--- src/rtl/mem_access_ctrl_if.sv ---
// Bundle of pipeline-side M-stage fields and memory-side handshake signals
// for the memory-stage access controller.
interface mem_access_ctrl_if;
  logic        memAccessM;
  logic        readEnM;
  logic        memWrtM;
  logic [15:0] aluOutM;
  logic [15:0] wrtDataM;
  logic        memDone;
  logic        memBusy;
  logic [15:0] memRdData;
  logic [15:0] memAddr;
  logic [15:0] memWrData;
  logic        memRd;
  logic        memWr;
  logic        Stall;
  logic [15:0] readDataM;
  logic        errM;
  logic [15:0] stallCount;

  // Controller side: consumes the M-stage fields and memory responses.
  modport master (
    input  memAccessM, readEnM, memWrtM, aluOutM, wrtDataM,
    input  memDone, memBusy, memRdData,
    output memAddr, memWrData, memRd, memWr, Stall, readDataM, errM, stallCount
  );

  // Environment side: pipeline register plus data memory.
  modport slave (
    output memAccessM, readEnM, memWrtM, aluOutM, wrtDataM,
    output memDone, memBusy, memRdData,
    input  memAddr, memWrData, memRd, memWr, Stall, readDataM, errM, stallCount
  );
endinterface

--- src/rtl/mem_access_ctrl.sv ---
// Memory-stage access controller: issues one request at a time to a stalling
// data memory, stalls the pipeline until completion, flags misalign/timeout.
module mem_access_ctrl #(
  parameter int unsigned TIMEOUT = 15
) (
  input  logic               clk,
  input  logic               rst,
  mem_access_ctrl_if.master  bus
);

  typedef enum logic {S_IDLE, S_WAIT} state_t;

  localparam logic [3:0] LP_LAST = 4'(TIMEOUT - 1);

  state_t      r_state, w_state_nxt;
  logic [3:0]  r_wait_cnt, w_wait_cnt_nxt;
  logic        r_pend_rd, w_pend_rd_nxt;
  logic [15:0] r_rdata_q;
  logic [15:0] r_stall_cnt;

  logic w_valid, w_rd, w_wr, w_stall, w_err, w_ld_done;

  assign w_valid = bus.memAccessM & (bus.readEnM | bus.memWrtM);

  // NOTE: every signal gets a default before the case so no path leaves it
  // unassigned; otherwise synthesis infers a latch.
  always_comb begin
    w_state_nxt    = r_state;
    w_wait_cnt_nxt = r_wait_cnt;
    w_pend_rd_nxt  = r_pend_rd;
    w_rd           = 1'b0;
    w_wr           = 1'b0;
    w_stall        = 1'b0;
    w_err          = 1'b0;
    w_ld_done      = 1'b0;

    case (r_state)
      S_IDLE: begin
        if (w_valid) begin
          if (bus.aluOutM[0]) begin
            w_err = 1'b1;
          end else if (bus.memBusy) begin
            w_stall = 1'b1;
          end else begin
            // A simultaneous read+write request is a store.
            w_wr = bus.memWrtM;
            w_rd = bus.readEnM & ~bus.memWrtM;
            if (bus.memDone) begin
              w_ld_done = w_rd;
            end else begin
              w_stall        = 1'b1;
              w_state_nxt    = S_WAIT;
              w_wait_cnt_nxt = 4'd0;
              w_pend_rd_nxt  = w_rd;
            end
          end
        end
      end
      S_WAIT: begin
        if (bus.memDone) begin
          w_ld_done   = r_pend_rd;
          w_state_nxt = S_IDLE;
        end else if (r_wait_cnt < LP_LAST) begin
          w_stall        = 1'b1;
          w_wait_cnt_nxt = r_wait_cnt + 4'd1;
        end else begin
          w_err       = 1'b1;
          w_state_nxt = S_IDLE;
        end
      end
      default: w_state_nxt = S_IDLE;
    endcase

    // Reset overrides every pipeline-visible output combinationally.
    if (!rst) begin
      w_rd      = 1'b0;
      w_wr      = 1'b0;
      w_stall   = 1'b0;
      w_err     = 1'b0;
      w_ld_done = 1'b0;
    end
  end

  // NOTE: sequential state uses non-blocking assignments so all registers
  // update from the same pre-edge values.
  always_ff @(posedge clk or negedge rst) begin
    if (!rst) begin
      r_state     <= S_IDLE;
      r_wait_cnt  <= 4'd0;
      r_pend_rd   <= 1'b0;
      r_rdata_q   <= 16'h0000;
      r_stall_cnt <= 16'h0000;
    end else begin
      r_state    <= w_state_nxt;
      r_wait_cnt <= w_wait_cnt_nxt;
      r_pend_rd  <= w_pend_rd_nxt;
      if (w_ld_done) begin
        r_rdata_q <= bus.memRdData;
      end
      if (w_stall && (r_stall_cnt != 16'hFFFF)) begin
        r_stall_cnt <= r_stall_cnt + 16'd1;
      end
    end
  end

  assign bus.memAddr    = bus.aluOutM;
  assign bus.memWrData  = bus.wrtDataM;
  assign bus.memRd      = w_rd;
  assign bus.memWr      = w_wr;
  assign bus.Stall      = w_stall;
  assign bus.errM       = w_err;
  assign bus.readDataM  = w_ld_done ? bus.memRdData : r_rdata_q;
  assign bus.stallCount = r_stall_cnt;

endmodule

--- src/flat_wrapper.sv ---
// flat-port wrapper written by rule: the top's interface ports become plain ports
module mem_access_ctrl_flat 
#(
  parameter int unsigned TIMEOUT = 15
)
  (clk, rst, bus_memAccessM, bus_readEnM, bus_memWrtM, bus_aluOutM, bus_wrtDataM, bus_memDone, bus_memBusy, bus_memRdData, bus_memAddr, bus_memWrData, bus_memRd, bus_memWr, bus_Stall, bus_readDataM, bus_errM, bus_stallCount);
  mem_access_ctrl_if bus_i ();
  input  logic clk;
  input  logic rst;
  input wire logic [$bits(bus_i.memAccessM)-1:0] bus_memAccessM;
  input wire logic [$bits(bus_i.readEnM)-1:0] bus_readEnM;
  input wire logic [$bits(bus_i.memWrtM)-1:0] bus_memWrtM;
  input wire logic [$bits(bus_i.aluOutM)-1:0] bus_aluOutM;
  input wire logic [$bits(bus_i.wrtDataM)-1:0] bus_wrtDataM;
  input wire logic [$bits(bus_i.memDone)-1:0] bus_memDone;
  input wire logic [$bits(bus_i.memBusy)-1:0] bus_memBusy;
  input wire logic [$bits(bus_i.memRdData)-1:0] bus_memRdData;
  output wire logic [$bits(bus_i.memAddr)-1:0] bus_memAddr;
  output wire logic [$bits(bus_i.memWrData)-1:0] bus_memWrData;
  output wire logic [$bits(bus_i.memRd)-1:0] bus_memRd;
  output wire logic [$bits(bus_i.memWr)-1:0] bus_memWr;
  output wire logic [$bits(bus_i.Stall)-1:0] bus_Stall;
  output wire logic [$bits(bus_i.readDataM)-1:0] bus_readDataM;
  output wire logic [$bits(bus_i.errM)-1:0] bus_errM;
  output wire logic [$bits(bus_i.stallCount)-1:0] bus_stallCount;
  assign bus_i.memAccessM = bus_memAccessM;
  assign bus_i.readEnM = bus_readEnM;
  assign bus_i.memWrtM = bus_memWrtM;
  assign bus_i.aluOutM = bus_aluOutM;
  assign bus_i.wrtDataM = bus_wrtDataM;
  assign bus_i.memDone = bus_memDone;
  assign bus_i.memBusy = bus_memBusy;
  assign bus_i.memRdData = bus_memRdData;
  assign bus_memAddr = bus_i.memAddr;
  assign bus_memWrData = bus_i.memWrData;
  assign bus_memRd = bus_i.memRd;
  assign bus_memWr = bus_i.memWr;
  assign bus_Stall = bus_i.Stall;
  assign bus_readDataM = bus_i.readDataM;
  assign bus_errM = bus_i.errM;
  assign bus_stallCount = bus_i.stallCount;
  mem_access_ctrl #(.TIMEOUT(TIMEOUT)) u_core (.clk(clk), .rst(rst), .bus(bus_i));
endmodule
--- config.mk ---
export PLATFORM = sky130hd
export DESIGN_NAME = mem_access_ctrl_flat
export DESIGN_NICKNAME = d
export VERILOG_FILES = /design/src/rtl/mem_access_ctrl_if.sv /design/src/rtl/mem_access_ctrl.sv /design/src/flat_wrapper.sv
export SDC_FILE = /design/constraint.sdc
export NUM_CORES = 1
export LEC_CHECK = 0
export CORE_MARGIN = 1
export CORE_UTILIZATION = 40
export DETAILED_ROUTE_END_ITERATION = 12
export GPL_TIMING_DRIVEN = 0
export PLACE_DENSITY = 0.85
export SKIP_CTS_REPAIR_TIMING = 1
export SYNTH_ARGS = -nofsm -noshare
export SYNTH_HDL_FRONTEND = slang
export SYNTH_SLANG_ARGS = --single-unit
--- constraint.sdc ---
create_clock -name clk -period 4.8 [get_ports clk]
set_clock_uncertainty 0.05 [all_clocks]
set_input_delay 0.72 -clock clk [delete_from_list [all_inputs] [get_ports clk]]
set_output_delay 0.72 -clock clk [all_outputs]
set_load 0.01 [all_outputs]
==> impl_metrics.csv, run 1 <==
group,metric,value,unit
run_status,status,"completed",
yosys,yosys_warnings,0,
place,dp_hpwl,3546,µm
finish,regArea,950.9,µm²
yosys,netlist_instances,183,
finish,fin_util,65.19,%
cts,clkLatencyLatePin,0.28,ns
cts,numClockSinks,38,
die,io-pin-count,123,
sta,slew_viol_final,0,
route,viasPerCell,4.748,
global_route,grt_start_max_net_pins,35,
place,port_buffers,91,
sta,period_minus_slack,3.892,ns
place,dp.cells,342,
global_route,overflow,0,
yosys,synthesis.area,2054,µm²
sta,setup_viol,0,
min_path,hold_class,"primary input to async pin",
route,drt_pass1_iterations,4,
place,gp_congestion,0.8284,
die,die_h,73.67,µm
global_route,grt_pass1_vias,1679,
cts,cts_buffers,5,
yosys,synth_nets,240,
worst_setup_path,path_class,"primary input to output port",
yosys,synth_seq_area_share,46.29,%
die,rows,25,
die,core,4817,µm²
global_route,grt_usage,17.71,%
yosys,yosysUniqueCellTypes,38,
yosys,synth_seq_cells,38,
worst_setup_path,cp-start-kind,"primary input",
power,p_leak,0.001442,µW
sta,period_share,81.09,%
route,wl_per_cell,13.11,µm
power,finalPower,913.9,µW
route,drt-initial-drc-count,33,
global_route,antenna_found_initial,0,
power,power-per-cell-area,291.0,nW/µm²
cts,clk_pin_slew,0.07,ns
sta,tightest_slew,0.3656,ns
sta,hold_viol_final,0,
worst_setup_path,required,4.03,ns
die,die_w,73.67,µm
finish,final_nets,339,
finish,layout-drive-gt1-share,25.18,%
finish,fillers,397,
job,cap_violations,0,
cts,cts_tree,"yes",
cts,cts_root_buf,"clkbuf_8",
sta,maxSlewHeadroom,75.63,%
sta,grt_setup_unrepaired,"false",
worst_setup_path,worst_setup_path_end_kind,"output port",
yosys,avgSynthCellArea,11.23,µm²
finish,multi_input_area,802.0,µm²
die,initial_core_util,42.65,%
power,max-vdd-ir-drop,0.0001408,V
finish,final_cell_count_no_fill,349,
cts,clk_path_buf_depth,2,
route,vias,1657,
cts,h-tree-depth,2,
route,drt-total-wl,4577,µm
worst_setup_path,worstPathArrival,3.12,ns
die,dieArea,5427,µm²
worst_setup_path,critPathMaxFanout,10,
route,drc,0,
global_route,grt_pass1_wl,7362,µm
finish,area_growth,52.86,%
finish,num_antenna_cells,0,
route,drtAntennaViolNets,0,
sta,max_freq,256.9,MHz
[power by group]
part,internal [µW],switching [µW]
combinational,184,109
clock,100,107
sequential,375,40.0
total,659,255
[area by class of cell]
class                           count  area share, %
Multi-Input combinational cell    101          25.54
Clock buffer                        7          2.430
Buffer                             37          8.765
Inverter                            7         0.8367
Timing Repair Buffer               92          29.48
Tap cell                           67          2.669
Sequential cell                    38          30.28
[per-layer routing]
layer  vias up  part of all wire (%)  routed length [µm]  global-route usage [%]
li1        796                     -                   -                       -
met1       779                    42                1931                   20.35
met2        73                    48                2189                   31.09
met3         9                   8.3                 381                   4.252
met4         0                   1.6                  74                   7.906
met5         -                     0                   0                       0
[cell usage after synthesis, drive strengths merged]
cell	count	area, µm²
a21oi	3	15.01
a22oi	1	7.510
a31oi	1	6.260
a41oi	1	8.760
and2	1	6.260
and2b	1	7.510
and3	9	61.31
and4	1	8.760
buf	35	267.8
clkbuf	2	7.510
clkinv	1	3.750
dfrtp	38	950.9
ha	2	25.02
inv	6	22.52
mux2	19	217.7
nand2	8	30.03
nand3	10	50.05
nand4	3	25.02
nor2	6	32.53
nor2b	2	12.51
nor3	6	30.03
nor3b	1	7.510
nor4	4	50.05
nor4b	1	23.77
o2111a	1	11.26
o211ai	1	7.510
o21ai	3	15.01
o31a	1	10.01
o32a	1	10.01
xnor2	2	17.52
xor2	12	105.1
[flip-flops by register name (all words and copies together) (netlist names)]
| signal | count |
|---|---|
| u_core.bus.stallCount | 16 |
| u_core.r_rdata_q | 16 |
| u_core.r_pend_rd | 1 |
| u_core.r_state | 1 |
| u_core.r_wait_cnt | 4 |
[cells by family (layout without fill, tap and decap cells)]
logic type | Yosys count | count (layout) | synth area share, %
compound gates | 13 | 13 | 4.446
xor+xnor | 14 | 14 | 5.968
fa+ha+maj | 2 | 2 | 1.218
buf+inv | 44 | 143 | 14.68
flops | 38 | 38 | 46.28
mux | 19 | 19 | 10.60
simple gates | 53 | 53 | 16.81
[worst paths after layout]
| kind | from | end | slack, ns | cells past startpoint |
|---|---|---|---|---|
| worst max-delay path | bus_memWrtM | bus_readDataM[5] | 0.91 | 7 |
| worst min-delay path | rst | u_core.r_rdata_q[14]$_DFF_PN0_ | 0.25 | 1 |
| worst max register to register | u_core.r_state$_DFF_PN0_ | u_core.r_rdata_q[6]$_DFF_PN0_ | 2.80 | 6 |
| worst min register to register | u_core.r_rdata_q[4]$_DFF_PN0_ | u_core.r_rdata_q[4]$_DFF_PN0_ | 0.45 | 1 |
| max in group asynchronous | rst | u_core.r_rdata_q[7]$_DFF_PN0_ | 3.99 | 2 |
| min in group clk | u_core.r_rdata_q[4]$_DFF_PN0_ | u_core.r_rdata_q[4]$_DFF_PN0_ | 0.45 | 1 |
[placed cells by master, fill, tap and decap left out, drive strengths merged]
cell / synthesis / final
clkdlybuf4s50: 0 / 90
dfrtp: 38 / 38
buf: 35 / 37
mux2: 19 / 19
xor2: 12 / 12
nand3: 10 / 10
and3: 9 / 9
clkbuf: 2 / 9
nand2: 8 / 8
inv: 6 / 6
nor3: 6 / 6
nor2: 6 / 6
nor4: 4 / 4
o21ai: 3 / 3
a21oi: 3 / 3
nand4: 3 / 3
nor2b: 2 / 2
xnor2: 2 / 2
ha: 2 / 2
clkinv: 1 / 1
o2111a: 1 / 1
a22oi: 1 / 1
o211ai: 1 / 1
and2b: 1 / 1
o31a: 1 / 1
o32a: 1 / 1
and2: 1 / 1
nor4b: 1 / 1
a41oi: 1 / 1
nor3b: 1 / 1
a31oi: 1 / 1
and4: 1 / 1
[stage by stage]
stage / setup TNS (ns) / hold WS (ns) / worst slack (ns) / area, µm²
after floorplan: 0 / 0.3744 / 2.086 / 2054
after CTS: 0 / 0.2609 / 0.8978 / 3141
after global placement: -2.661 / 0.4278 / -0.2762 / 3049
after global routing: 0 / 0.2672 / 0.7048 / 3141
final: 0 / 0.2547 / 0.9076 / 3141
after detailed placement: 0 / 0.4346 / 0.8914 / 3064
[critical path: stages]
cell             delay (ns)
clkdlybuf4s50_1        0.54
o2111a_1               0.28
a22oi_1                0.09
nor2_2                 0.31
buf_2                  0.32
mux2_2                 0.38
clkdlybuf4s50_1        0.48
Power figures use the tool's default switching activity.
==> inputs of run 2 (changes only) <==
CORE_UTILIZATION = 38   (was 40)
PLACE_DENSITY = 0.81   (was 0.85)
clock period = 3.6 ns   (was 4.8 ns; I/O delays follow)
==> impl_metrics.csv, run 2 (synthesized netlist as in run 1, its figures left out) <==
group,metric,value,unit
die,die_h,75.53,µm
cts,h-tree-depth,2,
cts,cts_buffers,5,
place,gp_congestion,0.8129,
worst_setup_path,critPathMaxFanout,10,
route,wl_per_cell,12.52,µm
cts,clk_pin_slew,0.07,ns
finish,area_growth,53.29,%
worst_setup_path,worst_setup_path_end_kind,"output port",
global_route,grt_pass1_vias,1522,
global_route,grt_usage,15.54,%
sta,grt_setup_unrepaired,"false",
worst_setup_path,path_class,"primary input to output port",
finish,mostFrequentLayoutCell,"clkdlybuf4s50_1",
place,place_area,3068,µm²
worst_setup_path,worstPathArrival,2.84,ns
finish,fin_util,60.89,%
sta,slew_viol_final,0,
sta,setup_viol,0,
place,dp_hpwl,3397,µm
cts,clk_path_buf_depth,2,
cts,clkLatencyLatePin,0.28,ns
finish,layout-drive-gt1-share,25.18,%
sta,period_minus_slack,3.426,ns
route,drt_pass1_iterations,4,
die,dieArea,5705,µm²
finish,finish.instance_area,3149,µm²
sta,max_freq,291.9,MHz
cts,cts_tree,"yes",
die,initial_core_util,39.72,%
global_route,antenna_found_initial,0,
cts,cts_root_buf,"clkbuf_8",
power,p_leak,0.001442,µW
global_route,overflow,0,
route,viasPerCell,4.699,
die,rows,26,
cts,numClockSinks,38,
min_path,hold_class,"primary input to async pin",
place,port_buffers,91,
global_route,grt_start_max_net_pins,35,
route,drt-total-wl,4407,µm
power,power-per-cell-area,385.3,nW/µm²
route,drc,0,
global_route,grt_pass1_wl,6686,µm
sta,period_share,95.16,%
power,finalPower,1213,µW
route,drtAntennaViolNets,0,
die,io-pin-count,123,
route,vias,1654,
power,max-vdd-ir-drop,0.0002477,V
worst_setup_path,required,3.01,ns
sta,tns,0,ns
run_status,status,"completed",
finish,num_antenna_cells,0,
die,die_w,75.53,µm
worst_setup_path,cp-start-kind,"primary input",
finish,final_nets,339,
sta,hold_viol_final,0,
finish,most-common-layout-cells,"clkdlybuf4s50_1 (90), dfrtp_1 (38), buf_4 (32)",
finish,fillers,437,
die,core,5172,µm²
sta,maxSlewHeadroom,75.81,%
job,cap_violations,0,
route,drt-initial-drc-count,79,
sta,tightest_slew,0.3629,ns
-- run 2: cell count changes in the layout (fill, tap and decap cells not counted) --
| cell | change |
|---|---|
| nor2_4 | +1 |
| nor2_2 | -1 |
-- run 2: final cells by class --
type                       instances  area, µm²  area share (%)
sequential                        38      950.9           30.19
inverter                           7      26.28          0.8343
tap                               70      87.58           2.781
buffer                            37      275.3           8.741
timing repair buffer              92      925.9           29.40
multi-input combinational        101      807.0           25.63
clock buffer                       7      76.32           2.424
-- run 2: routing by layer --
metal	vias up	global-route usage (%)	share of wire [%]
met4	0	4.321	0.61
met2	72	26.49	50
met5	-	0	0
met1	777	19.00	41
li1	800	-	-
met3	5	4.894	8.4
-- run 2: power breakdown --
group / internal (µW) / switching, µW
Clock: 133 / 137
Combinational: 245 / 145
Sequential: 500 / 52.9
-- run 2: metrics by stage --
step	setup slack, ns	hold slack [ns]	cells
2_1_floorplan	1.246	0.1944	183
3_3_place_gp	-1.096	0.4253	344
3_5_place_dp	0.05493	0.3862	345
4_1_cts	0.04397	0.07592	352
5_1_grt	0.03886	0.08309	352
6_report	0.1743	0.07421	352
-- run 2: final timing paths --
check | startpoint | to | slack, ns | cells past startpoint
min in group clk | u_core.bus.stallCount[9]$_DFFE_PN0P_ | u_core.bus.stallCount[9]$_DFFE_PN0P_ | 0.44 | 1
min reg2reg | u_core.bus.stallCount[9]$_DFFE_PN0P_ | u_core.bus.stallCount[9]$_DFFE_PN0P_ | 0.44 | 1
min | rst | u_core.bus.stallCount[13]$_DFFE_PN0P_ | 0.07 | 1
max in group asynchronous | rst | u_core.r_rdata_q[2]$_DFF_PN0_ | 2.98 | 2
max | bus_aluOutM[0] | bus_readDataM[14] | 0.17 | 8
max reg2reg | u_core.r_state$_DFF_PN0_ | u_core.r_rdata_q[8]$_DFF_PN0_ | 1.74 | 6
-- run 2: critical path: stages --
cell	delay, ns
clkdlybuf4s50_1	0.48
nor2_1	0.12
o2111a_1	0.23
a22oi_1	0.11
nor2_4	0.20
buf_2	0.29
mux2_2	0.37
clkdlybuf4s50_1	0.49
==> inputs of run 3 (changes only) <==
REMOVE_ABC_BUFFERS = 1   (was unset)
==> impl_metrics.csv, run 3 (synthesized netlist as in run 1, its figures left out) <==
group,metric,value,unit
global_route,antenna_found_initial,0,
sta,period_minus_slack,3.333,ns
run_status,status,"completed",
finish,final_cell_count_no_fill,286,
route,vias,1452,
worst_setup_path,cp-start-kind,"primary input",
route,drtAntennaViolNets,0,
place,gp_congestion,0.7899,
place,dp_hpwl,3333,µm
global_route,grt_start_max_net_pins,44,
die,dieArea,5705,µm²
route,drc,0,
sta,maxSlewHeadroom,69.63,%
finish,final_nets,272,
sta,grt_setup_unrepaired,"false",
power,finalPower,1306,µW
cts,clk_pin_slew,0.08,ns
global_route,grt_busiest_layer,"met2",
global_route,use_met3,10.98,%
finish,num_antenna_cells,0,
route,wl_per_cell,15.74,µm
power,combPwrFrac,24.6,%
global_route,grt_usage,16.35,%
route,drt_pass1_iterations,4,
cts,cts_buffers,5,
sta,max_freq,300.0,MHz
global_route,grt_pass1_wl,6768,µm
worst_setup_path,critPathMaxFanout,16,
min_path,hold_class,"primary input to async pin",
worst_setup_path,required,3.01,ns
finish,area_growth,28.26,%
die,initial_core_util,39.72,%
worst_setup_path,worst_setup_path_end_kind,"output port",
power,seqPwrFrac,42.2,%
sta,tightest_slew,0.4545,ns
cts,cts_tree,"yes",
power,power-per-cell-area,495.5,nW/µm²
die,die_w,75.53,µm
route,viasPerCell,5.077,
route,drt-total-wl,4503,µm
job,cap_violations,0,
global_route,met1_usage,20.69,%
sta,period_share,92.59,%
die,die_h,75.53,µm
power,max-vdd-ir-drop,0.0004045,V
global_route,met2_usage,22.62,%
finish,most-common-layout-cells,"clkdlybuf4s50_1 (59), dfrtp_1 (38), mux2_2 (18)",
power,p_sw_share,25.62,%
sta,setup_viol,0,
place,dp.cells,277,
power,p_int,971.1,µW
cts,clkLatencyLatePin,0.29,ns
die,core,5172,µm²
global_route,overflow,0,
sta,tns,0,ns
worst_setup_path,path_class,"primary input to output port",
finish,layout-drive-gt1-share,18.06,%
die,rows,26,
finish,mostFrequentLayoutCell,"clkdlybuf4s50_1",
power,p_leak,0.001181,µW
route,drt-initial-drc-count,56,
cts,numClockSinks,38,
power,clkPwrFrac,33.2,%
sta,slew_viol_final,0,
die,io-pin-count,123,
place,port_buffers,60,
global_route,grt_pass1_vias,1388,
cts,h-tree-depth,2,
cts,clk_path_buf_depth,2,
cts,cts_root_buf,"clkbuf_8",
worst_setup_path,worstPathArrival,2.74,ns
power,power_switching,334.5,µW
sta,hold_viol_final,0,
[run 3: path summary, 6_finish.rpt]
kind | start | to | slack, ns | cells after the start
worst min-delay path | rst | u_core.r_pend_rd$_DFFE_PN0P_ | 0.17 | 2
worst max-delay path | bus_aluOutM[0] | bus_readDataM[7] | 0.27 | 7
worst min register to register | u_core.bus.stallCount[9]$_DFFE_PN0P_ | u_core.bus.stallCount[9]$_DFFE_PN0P_ | 0.45 | 1
max in group asynchronous | rst | u_core.r_rdata_q[3]$_DFF_PN0_ | 2.87 | 2
min in group clk | u_core.bus.stallCount[9]$_DFFE_PN0P_ | u_core.bus.stallCount[9]$_DFFE_PN0P_ | 0.45 | 1
worst max register to register | u_core.bus.stallCount[12]$_DFFE_PN0P_ | u_core.bus.stallCount[1]$_DFFE_PN0P_ | 1.60 | 5
[run 3: metal layers]
metal	routed length, µm	share of wire (%)
met4	12	0.27
met5	0	0
met2	2029	45
met1	1928	43
met3	532	12
[run 3: power by group through the flow]
stage               registers, µW  clock network (µW)  logic [µW]
detailed placement            561                   0         321
CTS                           552                 442         325
global route                  560                 461         349
finish                        551                 433         321
floorplan                     558                   0         134
global placement              555                   0         311
[run 3: per-stage QoR]
| stage | hold slack, ns | cell area [µm²] | util (%) | setup slack, ns |
|---|---|---|---|---|
| after floorplan | 0.1944 | 1779 | - | 1.224 |
| after global placement | 0.4287 | 2467 | 47.70 | -1.170 |
| after detailed placement | 0.2889 | 2482 | 47.99 | 0.01967 |
| after CTS | -0.03088 | 2620 | 50.65 | 0.01324 |
| after global routing | 0.1857 | 2635 | 50.94 | 0.09960 |
| final | 0.1650 | 2635 | 50.94 | 0.2667 |
[run 3: cell type report]
cell class              instances  area [µm²]
fillers                       463        2537
flip-flops and latches         38       950.9
multi-input cells             101       807.0
repair buffers                 62       625.6
well taps                      70       87.58
clock buffers                   5       68.82
clock inverters                 3       68.82
inverters                       7       26.28
[run 3: worst max-delay path: stages]
cell and delay, ns:
clkdlybuf4s50_1 0.46, nor2_1 0.11, o2111a_1 0.24, a22oi_1 0.12
nor2_4 0.38, mux2_2 0.40, clkdlybuf4s50_1 0.49
==> RTL change 1 (flow settings as in run 3) <==
Make the reset (`rst`) synchronous in one clocked block.
--- a/src/rtl/mem_access_ctrl.sv
+++ b/src/rtl/mem_access_ctrl.sv
@@ -85,3 +85,3 @@
   // update from the same pre-edge values.
-  always_ff @(posedge clk or negedge rst) begin
+  always_ff @(posedge clk) begin
     if (!rst) begin
Check against the original RTL: differs if rst is asserted again (counterexample within 4 cycles, from zero or initial values and one cycle with rst low); with rst held inactive, the same outputs for 10 cycles.
==> RTL change 1 against run 3 <==
Synthesized area decreased by 0.24%; routed wire length grew 5.6%; register-to-register slack worse by 0.26 ns; critical path depth unchanged; sequential cell count stayed put; non-clock buffer count fell by 1; global-route usage up 1.2 points; setup slack worse by 0.045 ns; die area fell by 0.24%; final area fell by 2.0%; highest routed layer unchanged.
Power is not compared: it rests on default switching activity, and its combinational part moved more than twofold at a synthesized area within 25%.
==> RTL change 1: results (changes against run 3) <==
[power_and_ir_drop]
vdd_drop_max_mv=0.1293
leakagePower_uw=0.0009360

[detailed_routing]
postRouteAntennaNets=0  ; unchanged
routed_wl_um=4753  ; was 4503 um
drt_iter0_markers=49  ; was 56
firstDrtPassIters=4  ; unchanged
via_per_inst=5.311  ; was 5.077

[place]
portBuffers=60  ; unchanged
placed_area_sq_mm=0.002460  ; was 0.002482 sq mm
dp_hpwl_um=3460  ; was 3333 um
gp_congestion=0.7181  ; was 0.7899

[grt]
grt_pass1_vias=1659  ; was 1388
grt_pass1_wl_um=7452  ; was 6768 um
grt_start_max_net_pins=26  ; was 44
antenna_found_initial=0  ; unchanged
track_usage_pct=17.56  ; was 16.35%

[hold_path]
hp-class=flip-flop to flip-flop  ; was primary input to asynchronous set/reset pin
hold_start=u_core.r_wait_cnt[0]

[layout]
fin_nets=308  ; was 272
n_fill_cell=497  ; was 463
num_antenna_cells=0  ; unchanged
drive_above_1_share_pct=7.540  ; was 18.06%

[setup_path]
start_kind=primary input  ; unchanged
worst-path-max-fanout=16  ; unchanged
cp-startpoint=bus_aluOutM[0]  ; unchanged
r2r-start=u_core.bus.stallCount[0]  ; was u_core.bus.stallCount[12]

[timing]
worstMarginPinSlew_ns=0.7173  ; was 0.4545 ns
setup_viol=0  ; unchanged

[clocking]
clk_path_buf_depth=2  ; unchanged
root_buffer=clkbuf_8  ; unchanged
clk_latency_ns=0.29  ; about the same
cts_htree_levels=2  ; unchanged
clkTransAtPathRegs_ns=0.07
cts_made_buffers=5  ; unchanged

[synthesis]
yosysSeqAreaShare_pct=37.12  ; was 46.29%
ys_types=43  ; was 38
async_flop_share_pct=0  ; was 100.0%
synthDominantAreaCellType=dfxtp_1  ; was dfrtp_1
yosys-top-cells-area=dfxtp_1 (37%), buf_4 (12%), mux2_1 (8.8%), and2_1 (6.1%), a21oi_1 (2.9%)  ; was dfrtp_1 (46%), buf_4 (12%), mux2_2 (9.9%), xor2_1 (5.1%), and3_1 (2.4%)
yosys-top-cells-count=dfxtp_1 (38), buf_4 (34), and2_1 (20)  ; was dfrtp_1 (38), buf_4 (32), mux2_2 (18)
ys_warn_count=0  ; unchanged

[status]
status=finished clean  ; unchanged

[RTL change 1: changes by cell type after synthesis, sizes merged, moves of 9 or more]
| cell | before | now |
|---|---|---|
| dfxtp | 0 | 38 |
| xor2 | 12 | 1 |
| a21oi | 3 | 12 |
| dfrtp | 38 | 0 |
| and2 | 1 | 20 |
[RTL change 1: final timing paths]
check,end,slack [ns],cells past startpoint
worst max-delay path,bus_readDataM[1],0.22,7
worst min-delay path,u_core.r_wait_cnt[0],0.46,1
worst min register to register,u_core.r_wait_cnt[0],0.46,1
worst max register to register,u_core.bus.stallCount[1],1.34,6
[RTL change 1: layout make-up]
type	instances	area, sq um	share of cell area, %
Sequential cell	38	760.7	29.46
Tap cell	70	87.58	3.391
Clock inverter	1	5.005	0.1938
Timing Repair Buffer	61	623.1	24.13
Inverter	5	22.52	0.8721
Clock buffer	7	86.33	3.343
Multi-Input combinational cell	140	997.2	38.61
[RTL change 1: critical path: stages]
cell and delay, ns:
clkdlybuf4s50_1 0.51, nor4b_2 0.40, a22oi_1 0.18, nor2_4 0.15, buf_12 0.16, mux2_1 0.34, clkdlybuf4s50_1 0.50
[RTL change 1: cell families (layout without fill, tap and decap cells)]
logic type | count (synthesis) | after routing | share of synthesized area, %
AND/OR/NAND/NOR | 79 | 79 | 23.50
XOR/XNOR | 4 | 4 | 1.710
buffers and inverters | 43 | 74 | 14.47
adder cells (fa/ha/maj) | 2 | 2 | 1.221
AO/OA/AOI/OAI | 36 | 36 | 11.72
flip-flops | 38 | 38 | 37.12
multiplexers | 19 | 19 | 10.26
[RTL change 1: routing by layer]
layer / vias up / routed length (um) / GRT usage, %
met5: - / 0 / 0
met4: 0 / 55 / 6.173
met3: 6 / 752 / 13.23
met2: 104 / 2035 / 26.29
met1: 785 / 1909 / 19.11
li1: 815 / - / -
[RTL change 1: power by group]
part           switching (uW)  internal, uW
Clock                     143           154
Sequential               2.26           423
Combinational            28.7          37.8
Total                     174           615
[RTL change 1: metrics by stage]
step	worst slack, ns	std cells	total power (uW)	TNS (ns)	utilization, %
3_5_place_dp	-0.2100	313	500.5	-3.116	47.86
2_1_floorplan	1.113	183	456.2	0	-
3_3_place_gp	-0.1550	313	499.5	-2.486	47.86
4_1_cts	-0.2144	321	802.0	-3.230	49.63
5_1_grt	0.08612	322	832.2	0	50.24
6_report	0.2213	322	789.0	0	50.24
==> RTL change 2 (config.mk and constraints of run 3) <==
Made on the original files. `TIMEOUT` is set to 15 in 2 places; all go to 8.
--- a/src/rtl/mem_access_ctrl.sv
+++ b/src/rtl/mem_access_ctrl.sv
@@ -3,3 +3,3 @@
 module mem_access_ctrl #(
-  parameter int unsigned TIMEOUT = 15
+  parameter int unsigned TIMEOUT = 8
 ) (
--- a/src/flat_wrapper.sv
+++ b/src/flat_wrapper.sv
@@ -3,3 +3,3 @@
 #(
-  parameter int unsigned TIMEOUT = 15
+  parameter int unsigned TIMEOUT = 8
 )
Formal check against the unedited RTL: not equivalent (Yosys sat finds a counterexample within 10 cycles, from zero or initial values and one cycle with rst low).
==> RTL change 2 against run 3 <==
Routed wire length decreased by 0.91%; power decreased by 12%; die area increased by 1.7%; setup slack improved by 0.0036 ns; sequential cell count unchanged; synthesized area increased by 1.8%; first-iteration DRC count decreased by 32%; final area decreased by 0.38%; critical path depth unchanged; largest power group unchanged; highest routed layer unchanged.
==> RTL change 2: results (changes against run 3) <==
[detailed_routing]
wl_met1_um=1888  ; was 1928 um
wl_met2_um=2037  ; was 2029 um
drt_iter0_markers=38  ; was 56
firstDrtPassIters=4  ; unchanged
wl_met3_um=484  ; was 532 um
routed.top_layer=met4  ; unchanged
via_per_inst=4.939  ; was 5.077
wl_per_cell_um=15.94  ; was 15.74 um

[power_and_ir_drop]
switching_power_uw=320.5  ; was 334.5 uW
leakagePower_uw=0.001168  ; was 0.001181 uW
vdd_drop_max_mv=0.2144  ; was 0.4045 mV

[grt]
antenna_found_initial=0  ; unchanged
grt_pass1_vias=1360  ; was 1388
met2_usage_pct=23.00  ; was 22.62%
grt_start_max_net_pins=34  ; was 44
grt_pass1_wl_um=7010  ; was 6768 um
grtUsageMet3_pct=10.06  ; was 10.98%
track_usage_pct=15.89  ; was 16.35%
grt_use_met1_pct=18.85  ; was 20.69%

[clocking]
clkTransAtPathRegs_ns=0.07
root_buffer=clkbuf_8  ; unchanged
cts_made_buffers=5  ; unchanged

[place]
portBuffers=60  ; unchanged
placed_area_sq_mm=0.002526  ; was 0.002482 sq mm
place_ws_ns=0.05594  ; was 0.01967 ns
dp_hpwl_um=3246  ; was 3333 um
gp_congestion=0.7919  ; was 0.7899

[setup_path]
worst-path-max-fanout=16  ; unchanged
timing.rr.end=u_core.bus.stallCount[7]  ; was u_core.bus.stallCount[1]
slowest_stage=clkdlybuf4s50_1  ; unchanged
max_stage_delay_ns=0.54  ; was 0.49 ns
reg2regPathDepth=6  ; was 5
arrival_ns=2.74  ; about the same
rrSetupSlack_ns=1.37  ; was 1.60 ns
r2r-start=u_core.r_wait_cnt[0]  ; was u_core.bus.stallCount[12]

[status]
status=finished clean  ; unchanged

[synthesis]
synthFlopType=dfrtp_1  ; unchanged
yosys-top-cells-count=dfrtp_1 (38), buf_4 (32), xor2_1 (12)  ; was dfrtp_1 (38), buf_4 (32), mux2_2 (18)
yosys-top-cells-area=dfrtp_1 (45%), buf_4 (11%), mux2_4 (7.9%), xor2_1 (5.0%), mux2_2 (3.8%)  ; was dfrtp_1 (46%), buf_4 (12%), mux2_2 (9.9%), xor2_1 (5.1%), and3_1 (2.4%)
yosysSeqAreaShare_pct=45.48  ; was 46.29%
async_flop_share_pct=100.0  ; unchanged
postSynthAreaPerCell_sq_um=11.88  ; was 11.23 sq um
ys_types=38  ; unchanged

[timing]
fin_crit_ns=3.330  ; was 3.333 ns
setup_viol=0  ; unchanged
holdWs_ns=0.08407  ; was 0.1650 ns
worstMarginPinSlew_ns=0.8043  ; was 0.4545 ns

[layout]
drive_above_1_share_pct=23.33  ; was 18.06%
n_fill_cell=485  ; was 463
fin_cells=280  ; was 286
fin_nets=267  ; was 272

[RTL change 2: changes by cell type after synthesis, moves of 2 or more]
cell and delta:
clkbuf_1 -2, nor2_2 +8, mux2_2 -11, and3_1 -3
mux2_4 +10, and4_1 +2, nor3_1 -4, a21oi_1 -2
nand2_1 +3, inv_1 -4, nand3_1 -2, nor4_2 -2
[RTL change 2: logic make-up after synthesis]
family,synth area share [%]
buf+inv,13.34
mux,12.21
xor+xnor,5.865
simple gates,17.06
compound gates,4.848
flops,45.48
fa+ha+maj,1.197
[RTL change 2: worst reg2reg max path: stages, from the launching register on]
cell	delay, ns
dfrtp_1	0.40
ha_1	0.22
a21o_1	0.20
nor3b_4	0.34
o211ai_2	0.40
nor4_2	0.36
xor2_1	0.18
[RTL change 2: worst max path at each step]
stage | from | end | cells after the start
3_3_place_gp | rst | bus_readDataM[0] | 5
2_1_floorplan | bus_memAccessM | bus_readDataM[0] | 5
5_1_grt | bus_aluOutM[0] | bus_readDataM[1] | 7
6_report | bus_aluOutM[0] | bus_readDataM[3] | 7
4_1_cts | bus_aluOutM[0] | bus_readDataM[1] | 6
3_5_place_dp | bus_aluOutM[0] | bus_readDataM[1] | 6
[RTL change 2: power by group through the flow]
stage | clock network (uW) | registers, uW | logic (uW)
finish | 272 | 547 | 331
global route | 308 | 555 | 355
CTS | 288 | 548 | 335
detailed placement | 0 | 555 | 333
global placement | 0 | 551 | 324
floorplan | 0 | 553 | 148
[RTL change 2: cell type report]
type	count	area (sq um)	share of cell area, %
well taps	70	87.58	3.337
inverters	3	11.26	0.4290
clock inverters	2	10.01	0.3813
multi-input cells	100	860.8	32.79
repair buffers	62	635.6	24.21
flip-flops and latches	38	950.9	36.22
clock buffers	5	68.82	2.622
